===== src/rtl/idex_pipe_stage_if.sv =====
// idex_pipe_stage_if
// Bundle of the decode-side and execute-side signals around the ID/EX
// pipeline register. Signal names match the original flat port list.
//   master : surrounding pipeline (drives decode payload, flush, ex_ready)
//   slave  : idex_pipe_stage (drives id_ready, registered ex_* payload, hazard)
// Parameters: XLEN (datapath width), REG_ADDR_W (register specifier width),
//             CTRL_W (packed control bundle width).
interface idex_pipe_stage_if #(
  parameter int unsigned XLEN       = 32,
  parameter int unsigned REG_ADDR_W = 5,
  parameter int unsigned CTRL_W     = 16
) ();
  logic                  flush;
  logic                  id_valid;
  logic                  id_ready;
  logic [XLEN-1:0]       id_pc;
  logic [31:0]           id_inst;
  logic [XLEN-1:0]       id_rs1_val;
  logic [XLEN-1:0]       id_rs2_val;
  logic [XLEN-1:0]       id_imm;
  logic [CTRL_W-1:0]     id_ctrl;
  logic                  id_uses_rs1;
  logic                  id_uses_rs2;
  logic                  id_is_load;
  logic                  ex_valid;
  logic                  ex_ready;
  logic [XLEN-1:0]       ex_pc;
  logic [XLEN-1:0]       ex_rs1_val;
  logic [XLEN-1:0]       ex_rs2_val;
  logic [XLEN-1:0]       ex_imm;
  logic [CTRL_W-1:0]     ex_ctrl;
  logic [REG_ADDR_W-1:0] ex_rd;
  logic                  ex_is_load;
  logic                  hazard;

  modport master (
    output flush, id_valid, id_pc, id_inst, id_rs1_val, id_rs2_val, id_imm,
           id_ctrl, id_uses_rs1, id_uses_rs2, id_is_load, ex_ready,
    input  id_ready, ex_valid, ex_pc, ex_rs1_val, ex_rs2_val, ex_imm,
           ex_ctrl, ex_rd, ex_is_load, hazard
  );

  modport slave (
    input  flush, id_valid, id_pc, id_inst, id_rs1_val, id_rs2_val, id_imm,
           id_ctrl, id_uses_rs1, id_uses_rs2, id_is_load, ex_ready,
    output id_ready, ex_valid, ex_pc, ex_rs1_val, ex_rs2_val, ex_imm,
           ex_ctrl, ex_rd, ex_is_load, hazard
  );
endinterface


===== src/rtl/idex_pipe_stage.sv =====
// idex_pipe_stage
// Decode/execute pipeline register with valid/ready handshake. Holds its
// payload under back-pressure, inserts one bubble on a load-use hazard and
// empties on a branch/jump flush.
// Ports:
//   CLK        : clock, rising edge
//   RSTN       : asynchronous active-low reset
//   bus        : idex_pipe_stage_if.slave (decode payload in, ex payload out,
//                flush, id_ready/ex_ready handshake, hazard)
//   stall_cnt  : (IDEX_PERF_CNT_EN only) edges with ex_valid & ~ex_ready
//   bubble_cnt : (IDEX_PERF_CNT_EN only) edges where a hazard empties the stage
// Optional feature macro: IDEX_PERF_CNT_EN
module idex_pipe_stage #(
  parameter int unsigned XLEN       = 32,
  parameter int unsigned REG_ADDR_W = 5,
  parameter int unsigned CTRL_W     = 16
) (
  input  logic            CLK,
  input  logic            RSTN,
  idex_pipe_stage_if.slave bus
`ifdef IDEX_PERF_CNT_EN
  ,
  output logic [31:0]     stall_cnt,
  output logic [31:0]     bubble_cnt
`endif
);

  typedef enum logic {
    S_EMPTY = 1'b0,
    S_FULL  = 1'b1
  } occ_t;

  occ_t                  state, state_nxt;
  logic                  ex_valid;
  logic                  hazard;
  logic                  id_ready;
  logic                  accept;
  logic                  load_en;
  logic [REG_ADDR_W-1:0] rs1, rs2, rd_in;

  logic [XLEN-1:0]       pc_q, rs1_val_q, rs2_val_q, imm_q;
  logic [CTRL_W-1:0]     ctrl_q;
  logic [REG_ADDR_W-1:0] rd_q;
  logic                  is_load_q;

  assign rs1   = REG_ADDR_W'(bus.id_inst[19:15]);
  assign rs2   = REG_ADDR_W'(bus.id_inst[24:20]);
  assign rd_in = REG_ADDR_W'(bus.id_inst[11:7]);

  assign ex_valid = (state == S_FULL);

  // Only the registered (held) instruction can be a producing load; x0 is
  // never a real dependency, and unused source fields are ignored.
  assign hazard = bus.id_valid & ex_valid & is_load_q & (rd_q != '0) &
                  ((bus.id_uses_rs1 & (rd_q == rs1)) |
                   (bus.id_uses_rs2 & (rd_q == rs2)));

  assign id_ready = ~bus.flush & ~hazard & (~ex_valid | bus.ex_ready);
  assign accept   = bus.id_valid & id_ready;

  // Flush wins over everything; an accept may replace a departing
  // instruction in the same edge; otherwise a consumed instruction leaves
  // a bubble (this is also how the hazard bubble is formed).
  always_comb begin
    state_nxt = state;
    load_en   = 1'b0;
    if (bus.flush) begin
      state_nxt = S_EMPTY;
    end else if (accept) begin
      state_nxt = S_FULL;
      load_en   = 1'b1;
    end else if (ex_valid && bus.ex_ready) begin
      state_nxt = S_EMPTY;
    end
  end

  always_ff @(posedge CLK or negedge RSTN) begin
    if (!RSTN) begin
      state <= S_EMPTY;
    end else begin
      state <= state_nxt;
    end
  end

  always_ff @(posedge CLK or negedge RSTN) begin
    if (!RSTN) begin
      pc_q      <= '0;
      rs1_val_q <= '0;
      rs2_val_q <= '0;
      imm_q     <= '0;
      ctrl_q    <= '0;
      rd_q      <= '0;
      is_load_q <= 1'b0;
    end else if (load_en) begin
      pc_q      <= bus.id_pc;
      rs1_val_q <= bus.id_rs1_val;
      rs2_val_q <= bus.id_rs2_val;
      imm_q     <= bus.id_imm;
      ctrl_q    <= bus.id_ctrl;
      rd_q      <= rd_in;
      is_load_q <= bus.id_is_load;
    end
  end

  assign bus.id_ready   = id_ready;
  assign bus.hazard     = hazard;
  assign bus.ex_valid   = ex_valid;
  assign bus.ex_pc      = pc_q;
  assign bus.ex_rs1_val = rs1_val_q;
  assign bus.ex_rs2_val = rs2_val_q;
  assign bus.ex_imm     = imm_q;
  assign bus.ex_ctrl    = ctrl_q;
  assign bus.ex_rd      = rd_q;
  assign bus.ex_is_load = is_load_q;

`ifdef IDEX_PERF_CNT_EN
  // A hazard always sits on a held load; when execute takes that load the
  // stage empties because of the hazard, which is what bubble_cnt records.
  always_ff @(posedge CLK or negedge RSTN) begin
    if (!RSTN) begin
      stall_cnt  <= '0;
      bubble_cnt <= '0;
    end else begin
      if (ex_valid && !bus.ex_ready) stall_cnt  <= stall_cnt + 32'd1;
      if (hazard && bus.ex_ready)    bubble_cnt <= bubble_cnt + 32'd1;
    end
  end
`endif

endmodule

===== src/flat_wrapper.sv =====
// flat-port wrapper written by rule: the top's interface ports become plain ports
module idex_pipe_stage_flat 
#(
  parameter int unsigned XLEN       = 32,
  parameter int unsigned REG_ADDR_W = 5,
  parameter int unsigned CTRL_W     = 16
)
  (CLK, RSTN, bus_flush, bus_id_valid, bus_id_pc, bus_id_inst, bus_id_rs1_val, bus_id_rs2_val, bus_id_imm, bus_id_ctrl, bus_id_uses_rs1, bus_id_uses_rs2, bus_id_is_load, bus_ex_ready, bus_id_ready, bus_ex_valid, bus_ex_pc, bus_ex_rs1_val, bus_ex_rs2_val, bus_ex_imm, bus_ex_ctrl, bus_ex_rd, bus_ex_is_load, bus_hazard);
  idex_pipe_stage_if #(.XLEN(XLEN), .REG_ADDR_W(REG_ADDR_W), .CTRL_W(CTRL_W)) bus_i ();
  input  logic CLK;
  input  logic RSTN;
  input wire logic [$bits(bus_i.flush)-1:0] bus_flush;
  input wire logic [$bits(bus_i.id_valid)-1:0] bus_id_valid;
  input wire logic [$bits(bus_i.id_pc)-1:0] bus_id_pc;
  input wire logic [$bits(bus_i.id_inst)-1:0] bus_id_inst;
  input wire logic [$bits(bus_i.id_rs1_val)-1:0] bus_id_rs1_val;
  input wire logic [$bits(bus_i.id_rs2_val)-1:0] bus_id_rs2_val;
  input wire logic [$bits(bus_i.id_imm)-1:0] bus_id_imm;
  input wire logic [$bits(bus_i.id_ctrl)-1:0] bus_id_ctrl;
  input wire logic [$bits(bus_i.id_uses_rs1)-1:0] bus_id_uses_rs1;
  input wire logic [$bits(bus_i.id_uses_rs2)-1:0] bus_id_uses_rs2;
  input wire logic [$bits(bus_i.id_is_load)-1:0] bus_id_is_load;
  input wire logic [$bits(bus_i.ex_ready)-1:0] bus_ex_ready;
  output wire logic [$bits(bus_i.id_ready)-1:0] bus_id_ready;
  output wire logic [$bits(bus_i.ex_valid)-1:0] bus_ex_valid;
  output wire logic [$bits(bus_i.ex_pc)-1:0] bus_ex_pc;
  output wire logic [$bits(bus_i.ex_rs1_val)-1:0] bus_ex_rs1_val;
  output wire logic [$bits(bus_i.ex_rs2_val)-1:0] bus_ex_rs2_val;
  output wire logic [$bits(bus_i.ex_imm)-1:0] bus_ex_imm;
  output wire logic [$bits(bus_i.ex_ctrl)-1:0] bus_ex_ctrl;
  output wire logic [$bits(bus_i.ex_rd)-1:0] bus_ex_rd;
  output wire logic [$bits(bus_i.ex_is_load)-1:0] bus_ex_is_load;
  output wire logic [$bits(bus_i.hazard)-1:0] bus_hazard;
  assign bus_i.flush = bus_flush;
  assign bus_i.id_valid = bus_id_valid;
  assign bus_i.id_pc = bus_id_pc;
  assign bus_i.id_inst = bus_id_inst;
  assign bus_i.id_rs1_val = bus_id_rs1_val;
  assign bus_i.id_rs2_val = bus_id_rs2_val;
  assign bus_i.id_imm = bus_id_imm;
  assign bus_i.id_ctrl = bus_id_ctrl;
  assign bus_i.id_uses_rs1 = bus_id_uses_rs1;
  assign bus_i.id_uses_rs2 = bus_id_uses_rs2;
  assign bus_i.id_is_load = bus_id_is_load;
  assign bus_i.ex_ready = bus_ex_ready;
  assign bus_id_ready = bus_i.id_ready;
  assign bus_ex_valid = bus_i.ex_valid;
  assign bus_ex_pc = bus_i.ex_pc;
  assign bus_ex_rs1_val = bus_i.ex_rs1_val;
  assign bus_ex_rs2_val = bus_i.ex_rs2_val;
  assign bus_ex_imm = bus_i.ex_imm;
  assign bus_ex_ctrl = bus_i.ex_ctrl;
  assign bus_ex_rd = bus_i.ex_rd;
  assign bus_ex_is_load = bus_i.ex_is_load;
  assign bus_hazard = bus_i.hazard;
  idex_pipe_stage #(.XLEN(XLEN), .REG_ADDR_W(REG_ADDR_W), .CTRL_W(CTRL_W)) u_core (.CLK(CLK), .RSTN(RSTN), .bus(bus_i));
endmodule

===== config.mk =====
export PLATFORM = sky130hd
export DESIGN_NAME = idex_pipe_stage_flat
export DESIGN_NICKNAME = d
export VERILOG_FILES = /design/src/rtl/idex_pipe_stage_if.sv /design/src/rtl/idex_pipe_stage.sv /design/src/flat_wrapper.sv
export SDC_FILE = /design/constraint.sdc
export NUM_CORES = 1
export LEC_CHECK = 0
export BUFFER_PORTS_ARGS = -buffer_cell sky130_fd_sc_hd__buf_2
export CAP_MARGIN = 20
export CORE_AREA = 2 2 156 97
export CTS_CLUSTER_SIZE = 30
export DETAILED_ROUTE_END_ITERATION = 10
export DIE_AREA = 0 0 158 99
export GPL_ROUTABILITY_DRIVEN = 0
export HOLD_SLACK_MARGIN = 0.03
export PLACE_DENSITY = 0.89
export RECOVER_POWER = 100
export SLEW_MARGIN = 20
export SYNTH_ARGS = -nofsm -noshare
export SYNTH_HDL_FRONTEND = slang
export SYNTH_SLANG_ARGS = --single-unit

===== constraint.sdc =====
create_clock -name CLK -period 3 [get_ports CLK]
set_input_delay 0.3 -clock CLK [delete_from_list [all_inputs] [get_ports CLK]]
set_output_delay 0.3 -clock CLK [all_outputs]
set_load 0.03 [all_outputs]

# Yosys cells after proc, flatten, opt, wreduce, memory -nomap -nowiden
# Cells that the tools add are included.
[op_classes]
addsub = 0
n_mul = 0
div = 0
order_cmp = 0
n_eq_ne = 2
shifts = 0
muxes = 5
bitwise_logic = 14
n_reduce_logical = 3
[op_table]
columns = ["op", "n"]
rows = [
  ["5-bit == test", 2],
  ["1-bit AND", 9],
  ["1-bit two-way mux", 5],
  ["5-bit nonzero test", 1],
  ["1-bit NOT", 3],
  ["3-bit nonzero test", 1],
  ["1-bit OR", 2],
  ["1-bit logical AND", 1],
]
[word_totals]
reg_bits = 151
latchBits = 0
ramBits = 0
romBits = 0
inputBits = 184
word_cells = 32
memories = 0

# Depth between registers and ports, before layout
# Gate-level depths: netlist of run 1.
[depth]
depth_word = 10
mapped_depth = 8
mapped_depth_nobuf = 5

# Least setup slack after synthesis of run 1
# Ideal clock, no wire load.
[synth_timing]
path_type = "register to register"
startpoint = "reg u_core.rd_q[1] (netlist: u_core.bus.ex_rd[1])"
endpoint = "reg u_core.imm_q[0] (netlist: u_core.bus.ex_imm[0])"
arrival_ps = 2201
slack_ps = 674
path_stages_with_launch = 8
path_buffers = 3
period_less_slack_ps = 2326
cell_sequence = "dfrtp_1 or4_1 o2111ai_2 o2111a_1 buf_6 buf_12 buf_12 mux2_4"
[synth_via]
elab_chain_len = 10
word_cells_on_any_way = 14
[synth_lines]
columns = ["item", "line", "source"]
rows = [
  ["start: declaration", "idex_pipe_stage.sv:43", "logic [REG_ADDR_W-1:0] rd_q;"],
  ["start signal: assignment", "idex_pipe_stage.sv:100", "rd_q <= rd_in;"],
  ["5-bit == test, on equally long branches", "idex_pipe_stage.sv:55, idex_pipe_stage.sv:56", ""],
  ["1-bit AND, on equally long branches", "idex_pipe_stage.sv:55, idex_pipe_stage.sv:56", ""],
  ["1-bit OR", "idex_pipe_stage.sv:55", "((bus.id_uses_rs1 & (rd_q == rs1)) |"],
  ["1-bit AND *", "idex_pipe_stage.sv:54", "assign hazard = bus.id_valid & ex_valid & is_load_q & (rd_q != '0) &"],
  ["1-bit NOT *", "idex_pipe_stage.sv:58", "assign id_ready = ~bus.flush & ~hazard & (~ex_valid | bus.ex_ready);"],
  ["1-bit AND * (2 in a row)", "idex_pipe_stage.sv:58", ""],
  ["1-bit AND *", "idex_pipe_stage.sv:59", "assign accept = bus.id_valid & id_ready;"],
  ["1-bit two-way mux *", "idex_pipe_stage.sv:69", "end else if (accept) begin"],
  ["1-bit two-way mux *", "idex_pipe_stage.sv:67", "if (bus.flush) begin"],
  ["end signal: assignment", "idex_pipe_stage.sv:98", "imm_q <= bus.id_imm;"],
  ["end: declaration", "idex_pipe_stage.sv:41", "logic [XLEN-1:0] pc_q, rs1_val_q, rs2_val_q, imm_q;"],
]
# Every way passes the cells marked *; elsewhere a longest branch is shown, timed or not.
# A chain may end at the register's enable or synchronous reset.

# Worst setup path in the final report of run 1
[layout_timing]
startpoint = "reg u_core.rd_q[1] (netlist: u_core.bus.ex_rd[1])"
endpoint = "reg u_core.pc_q[8] (netlist: u_core.bus.ex_pc[8])"
[layout_via]
elab_chain_len = 10
word_cells_on_any_way = 14
[layout_lines]
columns = ["item", "line", "source"]
rows = [
  ["5-bit == test, on equally long branches", "idex_pipe_stage.sv:55, idex_pipe_stage.sv:56", ""],
  ["1-bit AND, on equally long branches", "idex_pipe_stage.sv:55, idex_pipe_stage.sv:56", ""],
  ["1-bit OR", "idex_pipe_stage.sv:55", ""],
  ["1-bit AND *", "idex_pipe_stage.sv:54", ""],
  ["1-bit NOT *", "idex_pipe_stage.sv:58", ""],
  ["1-bit AND * (2 in a row)", "idex_pipe_stage.sv:58", ""],
  ["1-bit AND *", "idex_pipe_stage.sv:59", ""],
  ["1-bit two-way mux *", "idex_pipe_stage.sv:69", ""],
  ["1-bit two-way mux *", "idex_pipe_stage.sv:67", ""],
  ["end signal: assignment", "idex_pipe_stage.sv:95", "pc_q <= bus.id_pc;"],
  ["end: declaration", "idex_pipe_stage.sv:41", ""],
]
# Marked as above.

==> results of run 1 <==
==> cells by family after synthesis <==
group                  Yosys count
AND/OR/NAND/NOR                  8
flip-flops                     151
multiplexers                   150
AO/OA/AOI/OAI                    5
buffers and inverters           18
XOR/XNOR                        10
==> worst register-to-register path, cell delays in order (launching register included) <==
cell,delay [ns]
dfrtp_1,0.45
or4_1,0.55
o2111ai_1,0.32
o2111a_4,0.30
buf_12,0.20
clkbuf_1,0.29
mux2_2,0.38
==> cell usage after synthesis <==
cell	instances	area share, %
mux2_4	100	24
a21oi_1	1	0.079
nand2_1	1	0.060
buf_6	1	0.18
xor2_1	8	1.1
inv_1	1	0.060
o2111a_1	1	0.18
xnor2_1	2	0.28
nand2b_1	1	0.099
o21ai_0	1	0.079
buf_4	5	0.60
a32oi_1	1	0.14
o2111ai_2	1	0.24
nor2_1	2	0.12
dfrtp_1	151	60
nor4_1	2	0.20
buf_12	11	3.5
mux2_2	50	8.9
and2_0	1	0.099
or4_1	1	0.12
==> flip-flops by register name, indices dropped and copies added, names as in the netlist <==
name	cells
u_core.bus.ex_valid	1
u_core.bus.ex_rs2_val	32
u_core.bus.ex_rs1_val	32
u_core.bus.ex_is_load	1
u_core.bus.ex_rd	5
u_core.bus.ex_ctrl	16
u_core.bus.ex_imm	32
u_core.bus.ex_pc	32
==> final timing paths <==
path	start	end	slack, ns	depth (start not counted)
worst min-delay path	bus_flush	u_core.bus.ex_valid	0.07	2
worst max register to register	u_core.bus.ex_rd[1]	u_core.bus.ex_pc[8]	0.40	6
worst max-delay path	u_core.bus.ex_rd[1]	u_core.bus.ex_pc[8]	0.40	6
worst min register to register	u_core.bus.ex_imm[3]	u_core.bus.ex_imm[3]	0.48	1
max in group asynchronous	RSTN	u_core.bus.ex_imm[22]	0.61	3
min in group asynchronous	RSTN	u_core.bus.ex_rs2_val[27]	0.84	2
==> metrics by stage <==
stage          worst slack (ns)  power, mW  area [um2]  util (%)  cells
2_1_floorplan             0.674       3.89        6290         -    342
3_3_place_gp              0.621       4.47        8050      56.7    856
3_5_place_dp              0.562       4.53        8050      56.7    856
4_1_cts                   0.555       6.74        8670      61.0    889
5_1_grt                   0.232       6.65        8090      56.9    889
6_report                  0.401       6.36        8090      56.9    889
==> metal layers <==
metal | wire length (um) | part of all wire (%) | track usage [%] | vias to the layer above
li1 | - | - | - | 1876
met1 | 5960 | 39 | 22.2 | 2004
met2 | 7850 | 52 | 34.5 | 166
met3 | 1190 | 7.8 | 6.86 | 16
met4 | 210 | 1.4 | 6.24 | 0
met5 | 0 | 0 | 0 | -
==> cell type report <==
type	instances	area (um2)	share of cell area [%]
flip-flops and latches	151	3780	46.7
inverters	1	3.75	0.0464
clock buffers	19	433	5.35
well taps	198	248	3.06
multi-input cells	173	1900	23.5
repair buffers	334	1550	19.1
clock inverters	13	173	2.14
==> power breakdown <==
group | switching (mW) | leakage, nW | total [mW] | internal [mW]
Combinational | 1.11 | 1.60 | 1.60 | 0.490
Clock | 0.840 | 0.281 | 2.16 | 1.32
Sequential | 0.205 | 1.78 | 2.59 | 2.39
==> repair_timing <==
action / CTS / global route
hold buffers: 1 / 0
resized for setup: 0 / 0
hold endpoints to repair: 62 / 0
==> reports/metrics.yaml, run 1 <==
critical_path:
  crit_path_cell_trace: "or4_1, o2111ai_1, o2111a_4, buf_12, clkbuf_1, mux2_2"
  arrival_ns: 2.88
  path_class: "reg -> reg"
  worstPathRequired_ns: 3.28
  crit_fanout: 25
  worst_path_max_delay_cell: "or4_1"
  critPathBufInv: 2
  endpoint_kind: "flop"
  max_stage_delay_ns: 0.55
  worst_setup_path_start_kind: "flop"
  cp_top_family: "compound AO/OA/AOI/OAI gates"
layout:
  mostFrequentLayoutCells: "buf_2 (166), clkbuf_1 (159), dfrtp_1 (151), mux2_1 (91), mux2_2 (50)"
  synthToLayoutAreaGrowth_pct: 28.5
  fin_nets: 862
  final_common_cell: "buf_2"
  final_layout_size_suffix_gt1_share_pct: 38.5
  nFillCells: 1364
  diodes: 0
synthesis:
  synthAdderAreaFrac_pct: 0
  syn_area_per_cell_um2: 18.4
  yosysWarnings: 0
  synthSimpleGateAreaFrac_pct: 0.696
  synthDistinctLibCells: 20
  synth_compound_area_share_pct: 0.716
  synth_xor_area_share_pct: 1.39
  synth_top_family_by_area: "multiplexers"
  synthCells: 342
  muxShareOfSynthArea_pct: 32.8
  synth_seq_cells: 151
  syn_nets: 526
  synth_seq_area_share_pct: 60.1
  netlist_area_um2: 6290
clock_network:
  clk_latency_ns: 0.40
  cts_htree_levels: 4
  cts_buffers: 17
  cts_tree: "built"
  cts_buffer_depth: 2
  cts-root-buf: "clkbuf_16"
  clkTransAtPathRegs_ns: 0.06
  post_cts_buffers: 0
  clock_sinks: 151
global_routing:
  antenna_found_initial: 0
  grt_first_pass_wirelength_mm: 23.3
  grt_pass1_vias: 4494
  grt_max_degree: 66
  overflow: 0
  grt_usage_pct: 19.5
timing:
  holdWs_ns: 0.0665
  fmax_mhz: 385
  tns_ns: 0
  hold_viol_final: 0
  slew_violations: 66
  setup_violations: 0
  final.min_clock_period_ns: 2.60
  slew_headroom_pct: -4.72
  timing.final.crit_share_pct: 86.6
  rsz0062_at_grt: "no"
  clock_skew_ns: 0.0103
  tightest_slew_ns: 1.57
floorplanning:
  die_w_um: 158
  io_pins: 337
  die_area_um2: 15600
  start_util_pct: 44.3
  rows: 34
  core_um2: 14200
  die_h_um: 99
detailed_routing:
  via_per_inst: 4.57
  routed-via-count: 4062
  avgRoutedWirePerCell_um: 17.1
  drt_iter0_markers: 100
  drc: 0
  ant_nets: 0
  routed_wirelength_mm: 15.2
  first_pass_iters: 4
pwr:
  p_leak_nw: 3.65
  powerDensity_nw_per_um2: 786
  ir_drop_v: 0.000342
placement:
  dp_hpwl_mm: 11.7
  port_buffers: 319
worst_hold_path:
  hold_path.class: "in -> reg"
run:
  drv_cap: 1
run_status:
  status: "complete, but fails checks"
  violations: "max-capacitance violations, max-slew violations"
No activity file was read; power rests on OpenSTA's default activity.
==> run 2: changes to the inputs <==
clock period = 2.45 ns   (was 3 ns; I/O delays follow)
==> run 2 against run 1 <==
Compared with the run above:
- the run now ends clean
- global-route usage rose by 0.70 points
- cell count rose by 0.79%
- combinational power rose by 39%
- critical path depth did not move
- first-iteration DRC count rose by 49%
- critical path type unchanged
==> reports/metrics.yaml, run 2 (synthesis results as in run 1) <==
detailed_routing:
  routed_wirelength_mm: 15.7  # +3.2%
  via_per_inst: 4.61  # +0.83%
  wl_met3_mm: 1.13  # -5.4%
  dr.max_layer_used: "met4"
  routed-via-count: 4128  # +1.6%
  wl_met1_mm: 6.30  # +5.6%
  drt_iter0_markers: 149  # +49%
  dr_wl_met2_mm: 7.94  # +1.1%
  first_pass_iters: 4  # unchanged
  avgRoutedWirePerCell_um: 17.5  # +2.4%
  ant_nets: 0  # unchanged
  drc: 0  # unchanged
clock_network:
  cts_buffer_depth: 2  # unchanged
  post_cts_buffers: 0  # unchanged
  clk_latency_ns: 0.41  # about the same
  cts_htree_levels: 4  # unchanged
  cts-root-buf: "clkbuf_16"
  clock_sinks: 151  # unchanged
  cts_tree: "built"
  clkTransAtPathRegs_ns: 0.07  # about the same
  cts_buffers: 17  # unchanged
floorplanning:
  die_area_um2: 15600  # unchanged
  die_h_um: 99  # unchanged
  core_um2: 14200  # unchanged
  start_util_pct: 44.3  # unchanged
  die_w_um: 158  # unchanged
  rows: 34  # unchanged
  io_pins: 337  # unchanged
global_routing:
  grt_usage_pct: 20.2  # +0.70 points
  grt_max_degree: 55  # -17%
  antenna_found_initial: 1  # +1
  overflow: 0  # unchanged
  grt_pass1_vias: 4560  # +1.5%
  grt_first_pass_wirelength_mm: 24.1  # +3.5%
timing:
  tightest_slew_ns: 1.37  # -0.203 ns
  slew_violations: 0  # -100%
  final.min_clock_period_ns: 2.38  # -0.224 ns
  hold_viol_final: 0  # unchanged
  rsz0062_at_grt: "yes"
  setup_ws_ns: 0.0747  # -0.326 ns
  slew_headroom_pct: 8.83  # +14 points
  setup_violations: 0  # unchanged
  timing.final.crit_share_pct: 97.0  # +10 points
  clock_skew_ns: 0.0150  # +0.00471 ns
  fmax_mhz: 421  # +9.4%
layout:
  post-route-util_pct: 60.5  # +3.6 points
  final_layout_size_suffix_gt1_share_pct: 54.1  # +16 points
  final_common_cell: "buf_2"
  nFillCells: 1179  # -14%
  mostFrequentLayoutCells: "buf_2 (171), dfrtp_1 (150), clkbuf_1 (146), mux2_4 (100), mux2_2 (50)"
  multi_input_area_um2: 2250  # +18%
  ff_latch_area_um2: 3780  # about the same
  fin_nets: 869  # +0.81%
  synthToLayoutAreaGrowth_pct: 36.6
run:
  drv_cap: 0  # -1
worst_hold_path:
  holdPathStages: 2  # unchanged
  hold_path.class: "in -> reg"
critical_path:
  crit_path_cell_trace: "or4_1, o2111ai_2, o2111a_4, buf_12, buf_16, mux2_4"
  critPathBufInv: 2  # unchanged
  cp_top_family: "simple AND/OR/NAND/NOR gates"
  worstPathRequired_ns: 2.73  # -0.55 ns
  rr_worst_depth: 6  # unchanged
  crit_fanout: 25  # unchanged
  arrival_ns: 2.66  # -0.22 ns
  path_class: "reg -> reg"
  worstSetupPathDepth: 6  # unchanged
  endpoint_kind: "flop"
  worst_path_max_delay_cell: "or4_1"
  max_stage_delay_ns: 0.54  # about the same
  worst_setup_path_start_kind: "flop"
pwr:
  combPwrFrac_pct: 27.4  # +2.2 points
  ir_drop_v: 0.000433  # +26%
  total_power_mw: 8.13  # +28%
  swShare_pct: 33.2  # -0.76 points
  p_sw_mw: 2.70  # +25%
  intPower_mw: 5.43  # +29%
  powerDensity_nw_per_um2: 946  # +20%
  seqPwrFrac_pct: 39.3  # -1.5 points
  clockPowerShare_pct: 33.3  # -0.7 points
  p_leak_nw: 4.06  # +11%
placement:
  port_buffers: 319  # unchanged
  place_ws_ns: 0.100  # -0.462 ns
  dp_hpwl_mm: 12.0  # +2.1%
run_status:
  status: "finished clean"
## run 2: cell types whose count changed in the layout (fill, tap and decap cells not counted), sizes merged
cell and change:
clkinv -2, buf +17, inv +1, clkbuf -11, diode +1, dlygate4sd3 +1
## run 2: layout make-up
cell class | count | share of cell area [%]
clock buffers | 19 | 5.27
well taps | 198 | 2.88
diodes | 1 | 0.0291
flip-flops and latches | 151 | 44.0
clock inverters | 12 | 1.94
multi-input cells | 173 | 26.2
repair buffers | 341 | 19.7
inverters | 1 | 0.0437
## run 2: power by group through the flow
stage                     logic (mW)  registers, mW  clock network [mW]
after floorplan                0.711           4.06                   0
after global placement          2.31           3.18                   0
after detailed placement        2.37           3.21                   0
after CTS                       2.37           3.18                2.77
after global routing            2.35           3.25                2.89
final                           2.23           3.19                2.71
## run 2: worst reg2reg max path: cells and delay by family, from the launching register on
kind	cells	cell delay (ns)
AO/OA/AOI/OAI	2	0.50
buffers and inverters	2	0.43
flip-flops	1	0.44
multiplexers	1	0.33
AND/OR/NAND/NOR	1	0.54
## run 2: worst paths after layout
kind                       slack [ns]                        end             startpoint
setup / recovery                 0.07  u_core.bus.ex_rs2_val[13]    u_core.bus.ex_rd[0]
hold / removal                   0.07      u_core.bus.ex_imm[21]         bus_id_imm[21]
setup reg to reg                 0.07  u_core.bus.ex_rs2_val[13]    u_core.bus.ex_rd[0]
hold reg to reg                  0.50      u_core.bus.ex_ctrl[4]  u_core.bus.ex_ctrl[4]
max in group asynchronous        0.45       u_core.bus.ex_imm[3]                   RSTN
min in group asynchronous        0.70  u_core.bus.ex_rs2_val[27]                   RSTN
## run 2: stage by stage
| stage | TNS, ns | instances | instance area [um2] | hold slack (ns) |
|---|---|---|---|---|
| after floorplan | 0 | 342 | 6290 | -0.0506 |
| after global placement | 0 | 862 | 8150 | 0.235 |
| after detailed placement | 0 | 862 | 8150 | 0.244 |
| after CTS | 0 | 895 | 8780 | 0.0458 |
| after global routing | -0.00352 | 896 | 8590 | 0.0404 |
| final | 0 | 896 | 8590 | 0.0658 |
## run 2: routing by layer
layer  global-route usage, %  vias to the layer above
li1                        -                     1898
met4                    6.86                        0
met1                    23.3                     2032
met5                       0                        -
met2                    35.3                      174
met3                    6.99                       24
## run 2: repair_timing
action,CTS,global route
hold buffers,2,0
gates resized for setup,0,3
endpoints found under the hold margin,52,0
endpoints found under the setup margin,0,38
